### src/rtl/div_arbiter_if.sv
// Request, response and divider-side signals of the shared-divider arbiter.
interface div_arbiter_if #(
   parameter int unsigned WIDTH = 16,
   parameter int unsigned NREQ  = 4,
   parameter int unsigned IDW   = $clog2(NREQ)
);
   logic [NREQ-1:0]       i_req_valid;
   logic [NREQ-1:0]       o_req_ready;
   logic [NREQ*WIDTH-1:0] i_req_num;
   logic [NREQ*WIDTH-1:0] i_req_denom;
   logic                  o_rsp_valid;
   logic                  i_rsp_ready;
   logic [IDW-1:0]        o_rsp_id;
   logic [WIDTH-1:0]      o_rsp_result;
   logic [1:0]            o_rsp_err;
   logic [WIDTH-1:0]      o_div_num;
   logic [WIDTH-1:0]      o_div_denom;
   logic                  o_div_start;
   logic [WIDTH-1:0]      i_div_result;
   logic                  i_div_done;
   logic                  i_div_valid;
   logic                  o_busy;

   // Arbiter side
   modport slave (
      input  i_req_valid, i_req_num, i_req_denom, i_rsp_ready,
             i_div_result, i_div_done, i_div_valid,
      output o_req_ready, o_rsp_valid, o_rsp_id, o_rsp_result, o_rsp_err,
             o_div_num, o_div_denom, o_div_start, o_busy
   );

   // Client / divider side
   modport master (
      output i_req_valid, i_req_num, i_req_denom, i_rsp_ready,
             i_div_result, i_div_done, i_div_valid,
      input  o_req_ready, o_rsp_valid, o_rsp_id, o_rsp_result, o_rsp_err,
             o_div_num, o_div_denom, o_div_start, o_busy
   );
endinterface

### src/rtl/div_arbiter.sv
// Round-robin arbiter sharing one iterative fixed-point divider among NREQ
// requesters; screens divide-by-zero and guards the divider with a timeout.
module div_arbiter #(
   parameter int unsigned WIDTH   = 16,
   parameter int unsigned QBITS   = 8,
   parameter int unsigned NREQ    = 4,
   parameter int unsigned IDW     = $clog2(NREQ),
   parameter int unsigned TIMEOUT = 64
) (
   input logic          i_clk,
   input logic          i_rst,
   div_arbiter_if.slave bus
);
   localparam int unsigned CW = $clog2(TIMEOUT + 1);
   localparam logic [1:0] ERR_OK   = 2'b00;
   localparam logic [1:0] ERR_DIV0 = 2'b01;
   localparam logic [1:0] ERR_TMO  = 2'b10;

   // Reject configurations the sequencing cannot support
   if (NREQ < 2 || QBITS > WIDTH || TIMEOUT <= WIDTH + 2) begin : g_cfg_check
      $error("div_arbiter: illegal parameter combination");
   end

   typedef enum logic [1:0] {S_IDLE, S_ISSUE, S_WAIT, S_RESP} state_t;

   state_t           state_q, state_d;
   logic [IDW-1:0]   ptr_q, ptr_d;
   logic [CW-1:0]    cnt_q, cnt_d;
   logic [WIDTH-1:0] num_q, num_d;
   logic [WIDTH-1:0] denom_q, denom_d;
   logic [IDW-1:0]   id_q, id_d;
   logic [WIDTH-1:0] result_q, result_d;
   logic [1:0]       err_q, err_d;

   logic [WIDTH-1:0] req_num_a [NREQ];
   logic [WIDTH-1:0] req_den_a [NREQ];
   logic             grant_vld_c;
   logic [IDW-1:0]   grant_id_c;
   logic [IDW-1:0]   cand;
   logic             tmo_c;
   logic [NREQ-1:0]  req_ready_c;
   logic             div_start_c;

   // Unpack the per-requester operand buses
   for (genvar g = 0; g < NREQ; g++) begin : g_unpack
      assign req_num_a[g] = bus.i_req_num[g*WIDTH +: WIDTH];
      assign req_den_a[g] = bus.i_req_denom[g*WIDTH +: WIDTH];
   end

   // Round-robin scan starting at the pointer
   always_comb begin
      grant_vld_c = 1'b0;
      grant_id_c  = '0;
      cand        = '0;
      for (int unsigned k = 0; k < NREQ; k++) begin
         cand = IDW'((32'(ptr_q) + k) % NREQ);
         if (!grant_vld_c && bus.i_req_valid[cand]) begin
            grant_vld_c = 1'b1;
            grant_id_c  = cand;
         end
      end
   end

   assign tmo_c = (cnt_q == CW'(TIMEOUT - 1));

   // Next-state and handshake decode
   always_comb begin
      state_d     = state_q;
      ptr_d       = ptr_q;
      cnt_d       = cnt_q;
      num_d       = num_q;
      denom_d     = denom_q;
      id_d        = id_q;
      result_d    = result_q;
      err_d       = err_q;
      req_ready_c = '0;
      div_start_c = 1'b0;
      case (state_q)
         S_IDLE: begin
            if (grant_vld_c) begin
               req_ready_c[grant_id_c] = 1'b1;
               num_d   = req_num_a[grant_id_c];
               denom_d = req_den_a[grant_id_c];
               id_d    = grant_id_c;
               ptr_d   = (grant_id_c == IDW'(NREQ - 1)) ? '0 : grant_id_c + IDW'(1);
               cnt_d   = '0;
               if (req_den_a[grant_id_c] == '0) begin
                  result_d = '0;
                  err_d    = ERR_DIV0;
                  state_d  = S_RESP;
               end else begin
                  state_d  = S_ISSUE;
               end
            end
         end
         S_ISSUE: begin
            cnt_d = cnt_q + CW'(1);
            if (tmo_c) begin
               result_d = '0;
               err_d    = ERR_TMO;
               state_d  = S_RESP;
            end else begin
               div_start_c = 1'b1;
               if (bus.i_div_done) state_d = S_WAIT;
            end
         end
         S_WAIT: begin
            cnt_d = cnt_q + CW'(1);
            if (bus.i_div_done) begin
               state_d = S_RESP;
               if (bus.i_div_valid) begin
                  result_d = bus.i_div_result;
                  err_d    = ERR_OK;
               end else begin
                  result_d = '0;
                  err_d    = ERR_TMO;
               end
            end else if (tmo_c) begin
               result_d = '0;
               err_d    = ERR_TMO;
               state_d  = S_RESP;
            end
         end
         S_RESP: begin
            if (bus.i_rsp_ready) state_d = S_IDLE;
         end
         default: state_d = S_IDLE;
      endcase
   end

   // State and datapath registers
   always_ff @(posedge i_clk) begin
      if (i_rst) begin
         state_q  <= S_IDLE;
         ptr_q    <= '0;
         cnt_q    <= '0;
         num_q    <= '0;
         denom_q  <= '0;
         id_q     <= '0;
         result_q <= '0;
         err_q    <= '0;
      end else begin
         state_q  <= state_d;
         ptr_q    <= ptr_d;
         cnt_q    <= cnt_d;
         num_q    <= num_d;
         denom_q  <= denom_d;
         id_q     <= id_d;
         result_q <= result_d;
         err_q    <= err_d;
      end
   end

   assign bus.o_req_ready  = i_rst ? '0 : req_ready_c;
   assign bus.o_div_start  = div_start_c;
   assign bus.o_div_num    = num_q;
   assign bus.o_div_denom  = denom_q;
   assign bus.o_rsp_valid  = (state_q == S_RESP);
   assign bus.o_rsp_id     = id_q;
   assign bus.o_rsp_result = result_q;
   assign bus.o_rsp_err    = err_q;
   assign bus.o_busy       = (state_q != S_IDLE);
endmodule
### src/flat_wrapper.sv
// flat-port wrapper written by rule: the top's interface ports become plain ports
module div_arbiter_flat 
#(
   parameter int unsigned WIDTH   = 16,
   parameter int unsigned QBITS   = 8,
   parameter int unsigned NREQ    = 4,
   parameter int unsigned IDW     = $clog2(NREQ),
   parameter int unsigned TIMEOUT = 64
)
  (i_clk, i_rst, bus_i_req_valid, bus_i_req_num, bus_i_req_denom, bus_i_rsp_ready, bus_i_div_result, bus_i_div_done, bus_i_div_valid, bus_o_req_ready, bus_o_rsp_valid, bus_o_rsp_id, bus_o_rsp_result, bus_o_rsp_err, bus_o_div_num, bus_o_div_denom, bus_o_div_start, bus_o_busy);
  div_arbiter_if #(.WIDTH(WIDTH), .NREQ(NREQ), .IDW(IDW)) bus_i ();
  input logic i_clk;
  input logic i_rst;
  input wire logic [$bits(bus_i.i_req_valid)-1:0] bus_i_req_valid;
  input wire logic [$bits(bus_i.i_req_num)-1:0] bus_i_req_num;
  input wire logic [$bits(bus_i.i_req_denom)-1:0] bus_i_req_denom;
  input wire logic [$bits(bus_i.i_rsp_ready)-1:0] bus_i_rsp_ready;
  input wire logic [$bits(bus_i.i_div_result)-1:0] bus_i_div_result;
  input wire logic [$bits(bus_i.i_div_done)-1:0] bus_i_div_done;
  input wire logic [$bits(bus_i.i_div_valid)-1:0] bus_i_div_valid;
  output wire logic [$bits(bus_i.o_req_ready)-1:0] bus_o_req_ready;
  output wire logic [$bits(bus_i.o_rsp_valid)-1:0] bus_o_rsp_valid;
  output wire logic [$bits(bus_i.o_rsp_id)-1:0] bus_o_rsp_id;
  output wire logic [$bits(bus_i.o_rsp_result)-1:0] bus_o_rsp_result;
  output wire logic [$bits(bus_i.o_rsp_err)-1:0] bus_o_rsp_err;
  output wire logic [$bits(bus_i.o_div_num)-1:0] bus_o_div_num;
  output wire logic [$bits(bus_i.o_div_denom)-1:0] bus_o_div_denom;
  output wire logic [$bits(bus_i.o_div_start)-1:0] bus_o_div_start;
  output wire logic [$bits(bus_i.o_busy)-1:0] bus_o_busy;
  assign bus_i.i_req_valid = bus_i_req_valid;
  assign bus_i.i_req_num = bus_i_req_num;
  assign bus_i.i_req_denom = bus_i_req_denom;
  assign bus_i.i_rsp_ready = bus_i_rsp_ready;
  assign bus_i.i_div_result = bus_i_div_result;
  assign bus_i.i_div_done = bus_i_div_done;
  assign bus_i.i_div_valid = bus_i_div_valid;
  assign bus_o_req_ready = bus_i.o_req_ready;
  assign bus_o_rsp_valid = bus_i.o_rsp_valid;
  assign bus_o_rsp_id = bus_i.o_rsp_id;
  assign bus_o_rsp_result = bus_i.o_rsp_result;
  assign bus_o_rsp_err = bus_i.o_rsp_err;
  assign bus_o_div_num = bus_i.o_div_num;
  assign bus_o_div_denom = bus_i.o_div_denom;
  assign bus_o_div_start = bus_i.o_div_start;
  assign bus_o_busy = bus_i.o_busy;
  div_arbiter #(.WIDTH(WIDTH), .QBITS(QBITS), .NREQ(NREQ), .IDW(IDW), .TIMEOUT(TIMEOUT)) u_core (.i_clk(i_clk), .i_rst(i_rst), .bus(bus_i));
endmodule
### config.mk
export PLATFORM = sky130hd
export DESIGN_NAME = div_arbiter_flat
export DESIGN_NICKNAME = d
export VERILOG_FILES = /design/src/rtl/div_arbiter_if.sv /design/src/rtl/div_arbiter.sv /design/src/flat_wrapper.sv
export SDC_FILE = /design/constraint.sdc
export NUM_CORES = 1
export LEC_CHECK = 0
export BUFFER_PORTS_ARGS = -buffer_cell sky130_fd_sc_hd__buf_2
export CAP_MARGIN = 0
export CORE_AREA = 2 2 67 132
export CTS_BUF_LIST = sky130_fd_sc_hd__clkbuf_8
export DETAILED_ROUTE_END_ITERATION = 10
export DIE_AREA = 0 0 69 134
export PLACE_DENSITY_LB_ADDON = 0.08
export SLEW_MARGIN = 20
export SYNTH_ARGS = -nofsm -noshare
export SYNTH_HDL_FRONTEND = slang
export SYNTH_SLANG_ARGS = --single-unit
### constraint.sdc
create_clock -name i_clk -period 3.1 [get_ports i_clk]
set_input_delay 0.465 -clock i_clk [delete_from_list [all_inputs] [get_ports i_clk]]
set_output_delay 0.465 -clock i_clk [all_outputs]
set_load 0.03 [all_outputs]
Yosys cells after proc, flatten, opt, wreduce, memory -nomap -nowiden
Cells that the tools add are included.
{"block": "word_totals", "word_cells": 100, "register_bits": 63}
{"block": "op_classes", "order_cmp": 7, "bitwise": 1, "eq_ne": 10, "n_reduce_logical": 17, "n_mux": 52, "add_sub_neg": 5}
{"cell": "$mux 16", "count": 9}
{"cell": "$bmux 16 s2", "count": 2}
{"cell": "$pmux 16 s3", "count": 1}
{"cell": "$mux 2", "count": 17}
{"cell": "$logic_not 16->1", "count": 1}
{"cell": "$lt 2x3->1 const B", "count": 5}
{"cell": "$pmux 7 s2", "count": 1}
{"cell": "$mux 4", "count": 3}
{"cell": "$mux 1", "count": 11}
{"cell": "$bmux 1 s2", "count": 4}
{"cell": "$pmux 2 s4", "count": 1}
{"cell": "$add 7x1->7 const B", "count": 1}
{"cell": "$eq 7x6->1 const B", "count": 1}
{"cell": "$mux 7", "count": 1}
{"cell": "$eq 2x2->1 const B", "count": 3}
{"cell": "$ne 3x2->1 const B", "count": 2}
{"cell": "$pmux 2 s3", "count": 1}
{"cell": "$add 2x1->2 const B", "count": 2}
{"cell": "$add 2x2->2 const B", "count": 2}
{"cell": "$logic_and 1x1->1", "count": 4}
{"cell": "$ne 2x1->1 const B", "count": 2}
{"cell": "$reduce_and 2->1", "count": 2}
{"cell": "$reduce_and 4->1", "count": 1}
{"cell": "$reduce_bool 2->1", "count": 2}
{"cell": "other kinds (11)", "count": 13}

Longest topological paths before layout
{"block": "depth", "depth_word": 20, "depth_mapped": 13, "depth_no_buf": 10}

Least setup slack after synthesis
Ideal clock, no wire load.
{"block": "synth_timing", "kind": "input -> register", "startpoint": "input bus_i_req_valid[1]", "endpoint": "register u_core.result_q[10] (netlist: u_core.bus.o_rsp_result[10])", "arrival_time_ns": 2.803, "stages": 11, "setup_slack_ns": 0.180, "n_path_buf": 2, "cell_sequence": "nand2b_1 > o221ai_2 > nand2_2 > buf_4 > a211oi_1 > o22ai_1 > or4_4 > nor3_1 > o22ai_1 > buf_2 > a22o_1"}
{"block": "synth_between", "elab_chain_len": 19}
{"item": "start: declaration", "line": "flat_wrapper.sv:14", "source": "input wire logic [$bits(bus_i.i_req_valid)-1:0] bus_i_req_valid;"}
{"item": "$bmux 1 s2", "line": "div_arbiter.sv:57", "source": "if (!grant_vld_c && bus.i_req_valid[cand]) begin"}
{"item": "$mux 1 (implied by the code)", "line": "div_arbiter.sv:57"}
{"item": "$mux 1", "line": "div_arbiter.sv:57"}
{"item": "$logic_not 1->1", "line": "div_arbiter.sv:57"}
{"item": "$logic_and 1x1->1", "line": "div_arbiter.sv:57"}
{"item": "$mux 1", "line": "div_arbiter.sv:57"}
{"item": "$logic_not 1->1", "line": "div_arbiter.sv:57"}
{"item": "$logic_and 1x1->1", "line": "div_arbiter.sv:57"}
{"item": "(+2 left out)"}
{"item": "$logic_and 1x1->1", "line": "div_arbiter.sv:57"}
{"item": "$mux 2", "line": "div_arbiter.sv:57"}
{"item": "$not 2->3 (implied by the code)", "line": "div_arbiter.sv:87", "source": "if (req_den_a[grant_id_c] == '0) begin"}
{"item": "$bmux 16 s2", "line": "div_arbiter.sv:87"}
{"item": "$mux 16 (implied by the code) (2 in a row)", "line": "div_arbiter.sv:87"}
{"item": "$logic_not 16->1", "line": "div_arbiter.sv:87"}
{"item": "$ne 2x1->1 (no source line)"}
{"item": "$reduce_and 3->1 (no source line) (*)"}
{"item": "end signal: assignment", "line": "div_arbiter.sv:149", "source": "result_q <= result_d;"}
{"item": "end: declaration", "line": "div_arbiter.sv:32", "source": "logic [WIDTH-1:0] result_q, result_d;"}
Mark *: on every way between the ends. The rest lies on a longest branch, timed or not. The select of a mux whose other input is x is not followed.
A chain may end at the register's enable or synchronous reset.

Worst setup path in the final report
{"block": "layout_timing", "startpoint": "register u_core.ptr_q[0]", "endpoint": "register u_core.result_q[2] (netlist: u_core.bus.o_rsp_result[2])"}
{"block": "layout_between", "elab_chain_len": 19}
{"item": "start: declaration", "line": "div_arbiter.sv:27", "source": "logic [IDW-1:0] ptr_q, ptr_d;"}
{"item": "start signal: assignment", "line": "div_arbiter.sv:144", "source": "ptr_q <= ptr_d;"}
{"item": "branches (longest 18 deep; another with $add 2x1->2)"}
{"item": "$reduce_and 3->1 (no source line) (*)"}
Every way passes the cells marked *. The select of a mux whose other input is x is not followed.

==> summary.md <==
| Metric | Value |
|---|---|
| Status | `finished clean` |
| Nets | `about 860` |
| Largest net degree at the start of global routing | `53` |
| Die W | `69 microns` |
| Clock sink total | `63` |
| Syn Area/Cell | `7.434 sq um` |
| HP Start | `bus_i_div_result[8]` |
| Layout cells sized above 1 | `39.37%` |
| Drt total wl | `12080 microns` |
| Minimum clock period | `2.956 ns` |
| Final non-filler cell total | `800` |
| Post-route ant nets | `0` |
| Number of synthesized flops with an enable pin | `0` |
| Crit path max fanout | `19` |
| RSZ-0062 raised after global routing | `false` |
| Ys async rst share | `0%` |
| Primary FF master, synth | `dfxtp_1` |
| Grt ovf | `0` |
| DP Cell Count | `783` |
| FF+latch count, synth | `between 60 and 70` |
| Net Count, Synth | `657` |
| Final setup viols | `0` |
| Hold Fails Final Rpt | `0` |
| Hold-fix buffers, CTS | `0` |
| Clock latency on the worst-skew pair | `0.35 ns` |
| Area grow syn2layout | `40.75%` |
| Final RePlAce weighted congestion | `just over 0.9` |
| Worst setup startpoint | `u_core.ptr_q[0]` |
| Highest clock rate | `0.3383 GHz` |
| CP endpoint kind | `register` |
| Max_cap viols | `0` |
| Root buffer cell | `clkbuf_8` |
| Max Slew Vio Count | `0` |
| Synth Warn # | `0` |
| Static leakage | `2.590 nW` |
| # DRC | `0` |
| Detailed Route Iter0 Violations | `204` |
| Skew final | `~0.0069 ns` |
| Initial antenna violation count | `1` |
| Unique masters post-synth | `47` |
| CORE AREA | `8233 sq um` |
| Worst EP required | `roughly 3.4 ns` |
| FP Rows | `47` |
| Hold WS | `0.3240 ns` |
| Drt wl/cell | `15.10 microns` |
| Global Route Usage Sum | `26.01%` |
| CTS tree | `built` |
| Die footprint | `roughly 9200 sq um` |
| Chip Height | `134 microns` |
| Pwr/cell area | `about 900 nW/um^2` |
| Worst Tran Pin Value | `around 0.84 ns` |
| Post-Synthesis Cells | `about 500` |
| Drt via density | `5.383` |
| Slew headroom | `43.48%` |
| Hold Path Class | `in -> reg` |
| I/O pins | `212` |
| Startpoint types | `register` |
| CP arrival | `3.25 ns` |
| Reg-to-Reg Start | `u_core.ptr_q[0]` |
| Setup Fix Bufs, Post-CTS | `0` |
| Vias in the first global route | `between 4000 and 5000` |
| Final Cycle Share | `between 90% and 100%` |
| CTS Buffer Depth | `2` |
| # H-tree levels | `3` |
| DRT Pass-1 Iters | `4` |
| Syn Std Cell Area | `3672 sq um` |
| Maximum VDD drop | `0.4489 mV` |
| Initial core utilization | `44.60%` |
| Clock Pin Slew Worst Setup and Hold Paths | `around 0.070 ns` |
| Sequential area share after synthesis | `34.34%` |
| DR vias | `roughly 4300` |
| WS Path Type | `reg -> reg` |
| Total CTS buffers | `9` |
| First-pass GRT wire length | `a little under 20000 microns` |
| Dpl hpwl | `9345 microns` |
| Port bufs | `211` |
[routing by layer]
| layer | vias to the layer above | wire length (microns) | global-route usage, % |
|---|---|---|---|
| met4 | 0 | 566 | 14.71 |
| met2 | 185 | 6269 | 46.79 |
| met5 | - | 0 | 0 |
| li1 | 2164 | - | - |
| met1 | 1923 | 4400 | 27.06 |
| met3 | 34 | 841 | 6.386 |
[repair_timing]
action | CTS | global route
setup endpoints to repair | 0 | 18
endpoints found under the hold margin | 0 | 0
gates resized for setup | 0 | 22
[cell usage after synthesis, types with 2 or more instances]
master	instances	area (sq um)
nand2_1	106	397.9
dfxtp_1	63	1261
nand3_1	51	255.2
a21oi_1	42	210.2
and3_1	33	206.5
a211oi_1	31	232.7
clkbuf_1	28	105.1
nor2_1	19	71.32
or3_1	17	106.4
a22o_1	16	140.1
ha_1	10	125.1
o22ai_1	10	62.56
inv_1	9	33.78
nand2b_1	7	43.79
and2_1	5	31.28
buf_2	4	20.02
buf_6	4	45.04
xor2_1	3	26.28
a211o_1	2	17.52
a211oi_2	2	25.02
a21o_1	2	15.01
a22oi_1	2	15.01
nor2b_1	2	12.51
nor3_1	2	10.01
or4_4	2	22.52
[cell families (layout without fill, tap and decap cells)]
group	after synthesis	count (layout)	synth area share (%)
fa+ha+maj	10	10	3.407
simple gates	250	250	33.02
buf+inv	49	256	6.064
other cells	0	1	0
xor+xnor	4	4	0.9542
mux	1	1	0.2726
compound gates	117	117	21.94
flops	63	63	34.34
[final timing paths]
check | to | slack [ns] | depth (start not counted)
worst max register to register | u_core.bus.o_rsp_result[2] | 0.14 | 12
worst min-delay path | u_core.bus.o_rsp_result[8] | 0.32 | 2
worst max-delay path | u_core.bus.o_rsp_result[2] | 0.14 | 12
worst min register to register | u_core.bus.o_div_denom[13] | 0.45 | 2
[sequential cells by signal (all words and copies together), names as in the netlist]
register                 count
u_core.ptr_q                 2
u_core.bus.o_div_num        16
u_core.state_q               2
u_core.bus.o_rsp_err         2
u_core.cnt_q                 7
u_core.bus.o_div_denom      16
u_core.bus.o_rsp_id          2
u_core.bus.o_rsp_result     16
[worst max-delay path, stage by stage (launching register included)]
cell and delay [ns]:
dfxtp_1 0.40, nand2b_1 0.16, a21oi_1 0.07, a211o_1 0.33
buf_12 0.20, a211oi_1 0.23, o22ai_1 0.11, or4_4 0.56
buf_4 0.16, o21ai_2 0.13, nor3b_4 0.24, buf_12 0.17
a22o_1 0.13
[power breakdown]
part	internal, W	switching, W	total [W]
Combinational	0.000983	0.00180	0.00279
Clock	0.000372	0.000344	0.000715
Sequential	0.00104	0.000129	0.00117
Total	0.00240	0.00228	0.00467
[per-stage QoR]
stage / TNS [ns] / total power [W] / setup slack [ns] / util [%] / cell area (sq um)
finish: 0 / 0.004673 / 0.1441 / 62.78 / 5169
global route: 0 / 0.005049 / 0.02097 / 62.78 / 5169
CTS: 0 / 0.004623 / 0.06150 / 61.55 / 5067
detailed placement: -1.421 / 0.003898 / -0.1014 / 59.15 / 4870
global placement: -0.6396 / 0.003845 / -0.04220 / 59.15 / 4870
floorplan: 0 / 0.003111 / 0.1803 / - / 3672
[placed cells by master (no fill, tap or decap), types with 2 or more instances in the layout]
master      n
buf_2     211
nand2_1   106
dfxtp_1    62
nand3_1    51
a21oi_1    42
and3_1     33
a211oi_2   21
nor2_1     19
or3_1      17
a22o_1     16
buf_4      13
a211oi_1   12
o22ai_1    10
ha_1       10
inv_1       9
clkbuf_8    9
nand2b_1    6
and2_1      5
buf_12      5
xor2_1      3
clkinv_4    3
a211o_1     2
a21o_1      2
nor2b_1     2
or4_4       2
nor3_1      2
a22oi_1     2
clkinv_2    2
[cell type report]
cell class | instances | area [sq um]
Fill cell | 810 | 3064
Multi-Input combinational cell | 382 | 2286
Sequential cell | 63 | 1262
Timing Repair Buffer | 229 | 1254
Clock buffer | 9 | 123.9
Tap cell | 98 | 122.6
Clock inverter | 7 | 73.82
Inverter | 11 | 43.79
Antenna cell | 1 | 2.502
Note: power is estimated with default switching activity, not from simulation.
